[config.mk]
export PLATFORM = sky130hd
export DESIGN_NAME = tx_symbol_encoder
export DESIGN_NICKNAME = d
export VERILOG_FILES = /design/src/rtl/tx_encode_pkg.sv /design/src/rtl/tx_scrambler33.sv /design/src/rtl/tx_symbol_encoder.sv
export SDC_FILE = /design/constraint.sdc
export NUM_CORES = 1
export LEC_CHECK = 0
export CELL_PAD_IN_SITES_DETAIL_PLACEMENT = 0
export CELL_PAD_IN_SITES_GLOBAL_PLACEMENT = 1
export CORE_ASPECT_RATIO = 1.1
export CORE_UTILIZATION = 48
export DETAILED_ROUTE_END_ITERATION = 8
export DONT_BUFFER_PORTS = 1
export HOLD_SLACK_MARGIN = 0.02
export PLACE_DENSITY_LB_ADDON = 0.25
export SYNTH_ARGS = -nofsm -noshare
export SYNTH_HDL_FRONTEND = slang
export SYNTH_SLANG_ARGS = --single-unit
[constraint.sdc]
create_clock -name clock -period 2.2 [get_ports clock]
set_clock_uncertainty 0.05 [all_clocks]
set_input_delay 0.11 -clock clock [delete_from_list [all_inputs] [get_ports clock]]
set_output_delay 0.11 -clock clock [all_outputs]
set_load 0.02 [all_outputs]
[src/rtl/tx_encode_pkg.sv]
// Shared definitions for the transmit symbol encoder: FSM states, PAM5
// level codes, delimiter words, scrambler taps and the lane-map helpers.
package tx_encode_pkg;

  typedef enum logic [2:0] {
    ST_IDLE = 3'd0,
    ST_SSD1 = 3'd1,
    ST_SSD2 = 3'd2,
    ST_DATA = 3'd3,
    ST_ESD1 = 3'd4,
    ST_ESD2 = 3'd5
  } tx_state_e;

  // PAM5 levels as 3-bit two's complement
  localparam logic [2:0] PAM5_M2 = 3'b110;
  localparam logic [2:0] PAM5_M1 = 3'b111;
  localparam logic [2:0] PAM5_Z  = 3'b000;
  localparam logic [2:0] PAM5_P1 = 3'b001;
  localparam logic [2:0] PAM5_P2 = 3'b010;

  // Delimiter words, lane3 in the top bits
  localparam logic [11:0] SYM_SSD1 = {PAM5_P2, PAM5_P2, PAM5_P2, PAM5_P2};
  localparam logic [11:0] SYM_SSD2 = {PAM5_M2, PAM5_P2, PAM5_P2, PAM5_P2};
  localparam logic [11:0] SYM_ESD1 = {PAM5_P2, PAM5_P2, PAM5_P2, PAM5_P2};
  localparam logic [11:0] SYM_ESD2 = {PAM5_P2, PAM5_M2, PAM5_P2, PAM5_P2};

  // Side-stream scrambler: s[n] = s[n-13] ^ s[n-33]
  localparam int LFSR_LEN   = 33;
  localparam int LFSR_TAP_A = 13;
  localparam int LFSR_TAP_B = 33;

  // One lane: two data bits plus trellis parity to a PAM5 level
  function automatic logic [2:0] pam5_lane(input logic [1:0] b, input logic p);
    logic [2:0] lvl;
    lvl = PAM5_Z;
    case ({p, b})
      3'b000:  lvl = PAM5_M2;
      3'b001:  lvl = PAM5_M1;
      3'b010:  lvl = PAM5_P1;
      3'b011:  lvl = PAM5_P2;
      3'b100:  lvl = PAM5_M1;
      3'b101:  lvl = PAM5_Z;
      3'b110:  lvl = PAM5_P1;
      3'b111:  lvl = PAM5_P2;
      default: lvl = PAM5_Z;
    endcase
    return lvl;
  endfunction

  // Four lanes: lane k takes sd[2k+1:2k] and lands at [3k+2:3k]
  function automatic logic [11:0] pam5_word(input logic [7:0] sd, input logic p);
    logic [11:0] w;
    w = 12'h000;
    for (int k = 0; k < 4; k++) begin
      w[3*k +: 3] = pam5_lane(sd[2*k +: 2], p);
    end
    return w;
  endfunction

endpackage

[src/rtl/tx_scrambler33.sv]
// 33-bit side-stream LFSR producing 8 new sequence bits per cycle.
// r_lfsr[0] holds the oldest bit s[n-33], r_lfsr[32] the newest s[n-1].
import tx_encode_pkg::*;

module tx_scrambler33 #(
  parameter logic [32:0] SEED = 33'h1DEADBEEF
) (
  input  logic       clock,
  input  logic       reset,
  output logic [7:0] o_scr
);

  logic [32:0] r_lfsr;
  logic [7:0]  w_new;

  // Next 8 bits; both taps stay inside the current window for 8 steps ahead
  always_comb begin
    w_new = 8'h00;
    for (int j = 0; j < 8; j++) begin
      w_new[j] = r_lfsr[j + LFSR_LEN - LFSR_TAP_A] ^ r_lfsr[j + LFSR_LEN - LFSR_TAP_B];
    end
  end

  // Slide the window by one byte each cycle, or return to seed under reset
  always_ff @(posedge clock) begin
    if (!reset) begin
      r_lfsr <= SEED;
    end else begin
      r_lfsr <= {w_new, r_lfsr[32:8]};
    end
  end

  assign o_scr = w_new;

endmodule

[src/rtl/tx_symbol_encoder.sv]
// Transmit symbol encoder: frames a byte stream with SSD/ESD delimiters,
// scrambles it, adds one trellis parity bit and maps it onto 4 PAM5 lanes.
import tx_encode_pkg::*;

module tx_symbol_encoder #(
  parameter logic [32:0] SCR_SEED   = 33'h1DEADBEEF,
  parameter int unsigned IPG_CYCLES = 4
) (
  input  logic        clock,
  input  logic        reset,
  input  logic        io_in_valid,
  input  logic [7:0]  io_in_bits,
  input  logic        io_in_last,
  output logic        io_in_ready,
  output logic [11:0] io_txSymbols,
  output logic        io_txValid,
  output logic        io_underrun
);

  localparam logic [3:0] IPG_RELOAD = 4'(IPG_CYCLES);

  tx_state_e   r_state, w_state_next;
  logic [2:0]  r_cs, w_cs_next;
  logic [3:0]  r_ipg, w_ipg_next;
  logic        r_underrun_pend;
  logic [7:0]  w_scr;
  logic [7:0]  w_sd;
  logic        w_p;
  logic [11:0] w_sym;
  logic [11:0] r_tx_symbols;
  logic        r_tx_valid;
  logic        r_underrun;

  tx_scrambler33 #(.SEED(SCR_SEED)) u_scrambler (
    .clock (clock),
    .reset (reset),
    .o_scr (w_scr)
  );

  // FSM state, trellis state, inter-packet gap counter and abort memory
  always_ff @(posedge clock) begin
    if (!reset) begin
      r_state         <= ST_IDLE;
      r_cs            <= 3'b000;
      r_ipg           <= IPG_RELOAD;
      r_underrun_pend <= 1'b0;
    end else begin
      r_state         <= w_state_next;
      r_cs            <= w_cs_next;
      r_ipg           <= w_ipg_next;
      r_underrun_pend <= (r_state == ST_DATA) && !io_in_valid;
    end
  end

  // Next state, symbol selection and trellis update
  always_comb begin
    w_state_next = r_state;
    w_cs_next    = r_cs;
    w_ipg_next   = r_ipg;
    w_sd         = w_scr;
    w_p          = 1'b0;
    w_sym        = 12'h000;
    case (r_state)
      ST_IDLE: begin
        w_cs_next  = 3'b000;
        w_ipg_next = (r_ipg == 4'd0) ? 4'd0 : (r_ipg - 4'd1);
        w_sym      = pam5_word(w_scr, 1'b0);
        if (io_in_valid && (r_ipg == 4'd0)) begin
          w_state_next = ST_SSD1;
        end else begin
          w_state_next = ST_IDLE;
        end
      end
      ST_SSD1: begin
        w_sym        = SYM_SSD1;
        w_state_next = ST_SSD2;
      end
      ST_SSD2: begin
        w_sym        = SYM_SSD2;
        w_state_next = ST_DATA;
      end
      ST_DATA: begin
        w_sd      = io_in_bits ^ w_scr;
        w_p       = r_cs[0];
        w_sym     = pam5_word(w_sd, w_p);
        w_cs_next = {w_sd[6] ^ r_cs[0], r_cs[2], r_cs[1] ^ w_sd[7]};
        // Missing byte aborts the frame; last byte closes it normally
        if (!io_in_valid || io_in_last) begin
          w_state_next = ST_ESD1;
        end else begin
          w_state_next = ST_DATA;
        end
      end
      ST_ESD1: begin
        w_sym        = SYM_ESD1;
        w_state_next = ST_ESD2;
      end
      ST_ESD2: begin
        w_sym        = SYM_ESD2;
        w_ipg_next   = IPG_RELOAD;
        w_state_next = ST_IDLE;
      end
      default: begin
        w_cs_next    = 3'b000;
        w_ipg_next   = IPG_RELOAD;
        w_state_next = ST_IDLE;
      end
    endcase
  end

  // Output word register; underrun flag rides with the ESD1 symbol
  always_ff @(posedge clock) begin
    if (!reset) begin
      r_tx_symbols <= 12'h000;
      r_tx_valid   <= 1'b0;
      r_underrun   <= 1'b0;
    end else begin
      r_tx_symbols <= w_sym;
      r_tx_valid   <= 1'b1;
      r_underrun   <= (r_state == ST_ESD1) && r_underrun_pend;
    end
  end

  assign io_in_ready  = reset && (r_state == ST_DATA);
  assign io_txSymbols = r_tx_symbols;
  assign io_txValid   = r_tx_valid;
  assign io_underrun  = r_underrun;

endmodule

==> flow_metrics.py, run 1 <==
metrics = {
    "outcome": {
        "status": "complete, no violations",
    },
    "pwr": {
        "total_power_w": 0.00307,
        "ir_drop_mv": 0.687,
        "p_leak_nw": 1.17,
        "p_per_area_mw_per_mm2": 1120,
    },
    "sta": {
        "fmax_mhz": 529,
        "hold_viol_final": 0,
        "worst_pin_slew_ns": 0.640,
        "rsz0062_at_grt": "false",
        "setup_slack_ns": 0.308,
        "setup_tns_ns": 0,
        "relSlewSlack_pct": 57.0,
        "report.final.slew_viol_count": 0,
        "setup_viol_count_final": 0,
        "fin_crit_sh_pct": 86.0,
        "min_period_ns": 1.89,
    },
    "clocking": {
        "numCtsBuffers": 9,
        "cts_num_sinks": 58,
        "clockBufferDepth": 2,
        "cts_tree": "yes",
        "clockRootBuffer": "clkbuf_8",
        "cts-hold-fix-buffers": 4,
        "postCtsSetupRepairBufs": 0,
        "clk_pin_slew_worst_paths_ns": 0.06,
        "clkLatencyLatePin_ns": 0.34,
        "cts.htree.levels": 3,
        "cts_resized": 0,
    },
    "finish": {
        "diodes": 0,
        "drive_gt1_share_pct": 9.96,
        "final_common_cell": "dfxtp_1",
        "layout.nets": 279,
        "layout_common_cells": "dfxtp_1, nand2b_1, nor2_1",
        "area_growth_pct": 13.5,
        "fillers": 432,
        "stdcell_area_mm2": 0.00274,
    },
    "detailed_routing": {
        "routed_via_density": 5.28,
        "vias": 1674,
        "ant_nets": 0,
        "wl_per_cell_um": 15.3,
        "drt_iter0_drc": 58,
        "drc": 0,
        "drt-pass1-iter-count": 4,
        "wirelength_um": 4860,
    },
    "logic_synthesis": {
        "yosys.area.top_type": "dfxtp_1",
        "syn-mean-instance-area_um2": 9.71,
        "ys_warn_count": 0,
        "netlist_area_mm2": 0.00242,
        "seq_area_frac_synth_pct": 48.0,
        "syn_nets": 270,
        "netlist_instances": 249,
        "synth-seq-cells": 58,
        "yosysTopAreaCellShare_pct": 48.0,
        "synth.distinct_cells": 42,
        "synth_area_leaders": "dfxtp_1, nand2b_1, xnor2_1, ha_1, nor2_1",
    },
    "worst_setup_path": {
        "crit_required_ns": 2.04,
        "cp-start-kind": "register",
        "crit_arrival_ns": 1.73,
        "cp-end-kind": "primary output",
        "critical_path_class": "register to primary output",
        "cp_max_fo": 15,
    },
    "global_routing": {
        "grt_max_degree": 37,
        "grt_pass1_wl_um": 8070,
        "grt_overflow": 0,
        "grt_usage_pct": 20.2,
        "grt_pass1_vias": 1564,
        "antenna_found_initial": 0,
    },
    "floorplanning": {
        "die_w_um": 69.7,
        "dieHeight_um": 76.4,
        "core.rowCount": 26,
        "io_pins": 27,
        "die_area_mm2": 0.00532,
        "coreArea_mm2": 0.00475,
        "initial_core_util_pct": 50.9,
    },
    "job": {
        "max_cap_violations": 0,
    },
    "placed_design": {
        "port_buffers": 0,
        "dp_hpwl_um": 3340,
        "dpl_cell_area_mm2": 0.00247,
        "dpl_worst_slack_ns": 0.426,
        "place.gp.congestion": 0.810,
    },
    "worst_hold_path": {
        "hold_path.class": "input port to register",
    },
}
[synth_stat cells]
cell	instances
a211oi_1	1
o21bai_1	2
nand4_1	1
nor2_1	23
nand2_1	18
a221oi_1	4
and2_1	7
xor2_1	5
nand2b_1	25
nor2_2	1
o211ai_1	1
o211a_1	1
xnor3_1	1
o22ai_1	4
and3_1	1
xnor2_1	13
and2_2	1
dfxtp_1	58
nor3b_1	2
ha_1	9
mux2i_1	5
o21ba_1	1
buf_6	1
xor3_1	3
or3_4	1
a32oi_1	1
nor2b_1	1
a21o_1	1
o21ai_0	6
or2_2	4
clkbuf_1	6
nand4b_1	1
o221ai_1	1
nor3_1	5
a22o_1	1
o22a_1	1
inv_1	11
a21oi_1	14
nand3_1	2
buf_2	3
a2bb2oi_1	1
o2bb2ai_1	1
[final timing paths]
check             slack [ns]  depth (start not counted)                     end                   start
setup / recovery        0.31                          4             io_in_ready              r_state[1]
hold / removal          0.07                          3        io_txSymbols[10]           io_in_bits[6]
setup reg to reg        0.40                          6         io_txSymbols[1]   u_scrambler.r_lfsr[1]
hold reg to reg         0.35                          1  u_scrambler.r_lfsr[10]  u_scrambler.r_lfsr[18]
[critical path, stage by stage, from the launching register on]
cell and delay (ns):
dfxtp_1 0.63, inv_1 0.15, nor2_1 0.16, nand2_1 0.23, inv_1 0.23
[metrics by stage]
step                cells  utilization (%)  hold slack (ns)
global route          317             57.8           0.0869
detailed placement    299             52.0           0.0910
floorplan             249                -           0.0877
finish                317             57.8           0.0725
global placement      299             52.0           0.0904
CTS                   317             57.8           0.0648
[power by group]
part           total, W  switching, W  internal [W]
registers       0.00134      0.000155       0.00118
clock network   0.00111      0.000390      0.000718
logic          0.000628      0.000340      0.000288
[sequential cells by signal, summed over array words and instances, names as in the netlist]
signal / count
r_state: 3
u_scrambler.r_lfsr: 33
io_underrun: 1
io_txValid: 1
r_cs: 3
r_ipg: 4
io_txSymbols: 12
r_underrun_pend: 1
[logic make-up (layout without fill, tap and decap cells)]
group	Yosys count	in the layout	synth area share, %
AND/OR/NAND/NOR	93	93	19.9
flip-flops	58	58	48.0
AO/OA/AOI/OAI	41	41	11.2
XOR/XNOR	22	22	10.4
buffers and inverters	21	33	3.73
adder cells (fa/ha/maj)	9	9	4.66
multiplexers	5	5	2.07
[per-layer routing]
layer / share of wire (%) / global-route usage, % / vias to the layer above
li1: - / - / 852
met1: 47 / 26.4 / 778
met2: 46 / 29.5 / 31
met3: 3.6 / 5.29 / 13
met4: 2.9 / 12.4 / 0
met5: 0 / 0 / -
[layout make-up]
cell class                      instances  area [um2]  area share (%)
Timing Repair Buffer                    8        80.1            2.92
Tap cell                               56        70.1            2.55
Clock buffer                           12         165            6.02
Clock inverter                          2        60.1            2.19
Multi-Input combinational cell        170        1170            42.5
Sequential cell                        58        1160            42.3
Inverter                               11        41.3            1.50
Note: power is estimated with default switching activity, not from simulation.
==> run 2, diff against run 1 <==
ABC_AREA = 1   (was not set)
CORE_MARGIN = 2   (was not set)
CORE_UTILIZATION = 45   (was 48)
==> flow_metrics.py, run 2 <==
metrics = {
    "clocking": {
        "clockBufferDepth": 2,
        "cts_num_sinks": 58,
        "cts_tree": "yes",
        "cts_resized": 0,
        "numCtsBuffers": 9,
        "cts.htree.levels": 3,
        "clockRootBuffer": "clkbuf_8",
        "clkLatencyLatePin_ns": 0.34,
        "clk_pin_slew_worst_paths_ns": 0.06,
    },
    "detailed_routing": {
        "wirelength_um": 5040,
        "routed_via_density": 4.60,
        "wl_per_cell_um": 12.1,
        "drt_iter0_drc": 58,
        "vias": 1919,
        "ant_nets": 0,
        "drc": 0,
        "drt-pass1-iter-count": 4,
    },
    "logic_synthesis": {
        "synth_area_leaders": "dfxtp_1, nand2_1, inv_1, nand3_1, ha_1",
        "synth-seq-cells": 58,
        "syn_nets": 350,
        "netlist_area_mm2": 0.00244,
        "syn-mean-instance-area_um2": 7.42,
        "yosysTopAreaCellShare_pct": 47.6,
        "netlist_instances": 329,
        "yosysMostFrequentCell": "nand2_1",
        "synth_ff_type": "dfxtp_1",
        "synth-edff-count": 0,
        "synth.distinct_cells": 29,
        "synthTopCellsByCount": "nand2_1, dfxtp_1, inv_1",
        "seq_area_frac_synth_pct": 47.6,
        "ys_warn_count": 0,
        "async_flop_share_pct": 0,
        "yosys.area.top_type": "dfxtp_1",
    },
    "finish": {
        "largest_register_ffs": 33,
        "layout.nets": 358,
        "area_growth_pct": 13.2,
        "layout_common_cells": "nand2_1, dfxtp_1, inv_1",
        "stdcell_count": 417,
        "stdcell_area_mm2": 0.00276,
        "regMostFlops": "u_scrambler.r_lfsr",
        "final_core_util_pct": 52.2,
        "final_common_cell": "nand2_1",
        "diodes": 0,
        "drive_gt1_share_pct": 12.9,
    },
    "global_routing": {
        "grt_max_degree": 28,
        "grtUsageMet1_pct": 22.9,
        "grt_busiest_layer": "met2",
        "grt_usage_pct": 19.3,
        "grt_pass1_vias": 1900,
        "antenna_found_initial": 0,
        "met3_usage_pct": 6.82,
        "gr-usage-met2_pct": 31.3,
        "grt_overflow": 0,
        "grt_pass1_wl_um": 8530,
    },
    "placed_design": {
        "port_buffers": 0,
        "dpl_cell_area_mm2": 0.00251,
        "dp.cells": 398,
        "dp_hpwl_um": 3440,
        "place.gp.congestion": 0.840,
    },
    "floorplanning": {
        "initial_core_util_pct": 46.1,
        "die_area_mm2": 0.00603,
        "dieHeight_um": 81.2,
        "core.rowCount": 28,
        "coreArea_mm2": 0.00529,
        "io_pins": 27,
        "die_w_um": 74.2,
    },
    "pwr": {
        "pwr-share-seq_pct": 44.7,
        "p_clk_share_pct": 36.0,
        "p_leak_nw": 1.38,
        "switching_share_pct": 30.7,
        "p_comb_share_pct": 19.3,
        "ir_drop_mv": 0.662,
        "intPower_w": 0.00207,
        "p_per_area_mw_per_mm2": 1080,
        "switchingPower_w": 0.000918,
    },
    "sta": {
        "fmax_mhz": 570,
        "min_period_ns": 1.75,
        "report.final.slew_viol_count": 0,
        "rsz0062_at_grt": "false",
        "relSlewSlack_pct": 50.0,
        "setup_tns_ns": 0,
        "setup_viol_count_final": 0,
        "worst_pin_slew_ns": 0.747,
        "hold_viol_final": 0,
        "fin_crit_sh_pct": 79.7,
        "hold_slack_ns": 0.0520,
    },
    "worst_setup_path": {
        "path_common_cell": "o22ai_1",
        "crit_required_ns": 2.37,
        "crit_arrival_ns": 1.92,
        "slowest_stage": "xnor2_1",
        "critical_path_class": "register to register",
        "cp-end-kind": "register",
        "cp_max_fo": 3,
        "cp-start-kind": "register",
        "cpPeakStageDelay_ns": 0.34,
        "cp_cell_sequence": "xnor2_1, xor2_1, ha_1, or2_1, o22ai_1, o22ai_1, inv_1, nor2_1",
    },
    "job": {
        "max_cap_violations": 0,
    },
    "worst_hold_path": {
        "hold_path.class": "input port to register",
    },
    "outcome": {
        "status": "complete, no violations",
    },
}
## run 2: repair_timing
action / 4_1_cts / 5_1_grt
setup buffers: 0 / 0
endpoints found under the hold margin: 24 / 0
hold buffers: 3 / 0
## run 2: through the flow
step	worst slack, ns	power [W]
after global routing	0.348	0.00319
after global placement	0.477	0.00193
after CTS	0.448	0.00303
after floorplan	0.667	0.00180
after detailed placement	0.471	0.00193
final	0.447	0.00299
## run 2: cell type report
class                   instances  area [um2]
well taps                      75        93.8
flip-flops and latches         58        1160
repair buffers                  5        45.0
inverters                      45         169
clock inverters                 5        77.6
clock buffers                  11         141
fillers                       510        2530
multi-input cells             218        1070
## run 2: layer usage
metal | vias up | share of wire, % | routed length (um)
met5 | - | 0 | 0
met4 | 0 | 2.0 | 103
met3 | 10 | 4.7 | 236
met2 | 32 | 46 | 2340
met1 | 841 | 47 | 2360
li1 | 1036 | - | -
## run 2: worst max-delay path: cells and delay by family (launching register included)
family,cells,cell delay (ns)
buf+inv,1,0.06
compound gates,2,0.23
flops,1,0.33
xor+xnor,2,0.50
fa+ha+maj,1,0.20
simple gates,2,0.27
## run 2: path summary, 6_finish.rpt
check | endpoint | slack (ns) | start | cells after the start
worst max register to register | io_txSymbols[3] | 0.45 | u_scrambler.r_lfsr[22] | 8
worst min-delay path | io_txSymbols[8] | 0.05 | io_in_bits[5] | 4
worst max-delay path | io_txSymbols[3] | 0.45 | u_scrambler.r_lfsr[22] | 8
worst min register to register | u_scrambler.r_lfsr[20] | 0.36 | u_scrambler.r_lfsr[28] | 2
## run 2: power groups by stage
stage,clock network [W],logic [W],registers [W]
CTS,0.00111,0.000582,0.00134
floorplan,0,0.000460,0.00134
global placement,0,0.000570,0.00136
detailed placement,0,0.000569,0.00136
finish,0.00108,0.000576,0.00134
global route,0.00115,0.000682,0.00135
## run 2: logic make-up (layout without fill, tap and decap cells)
| group | after synthesis | in the layout | share of synthesized area, % |
|---|---|---|---|
| buf+inv | 53 | 66 | 8.36 |
| flops | 58 | 58 | 47.6 |
| simple gates | 172 | 172 | 30.6 |
| compound gates | 33 | 33 | 7.44 |
| xor+xnor | 4 | 4 | 1.44 |
| fa+ha+maj | 9 | 9 | 4.62 |
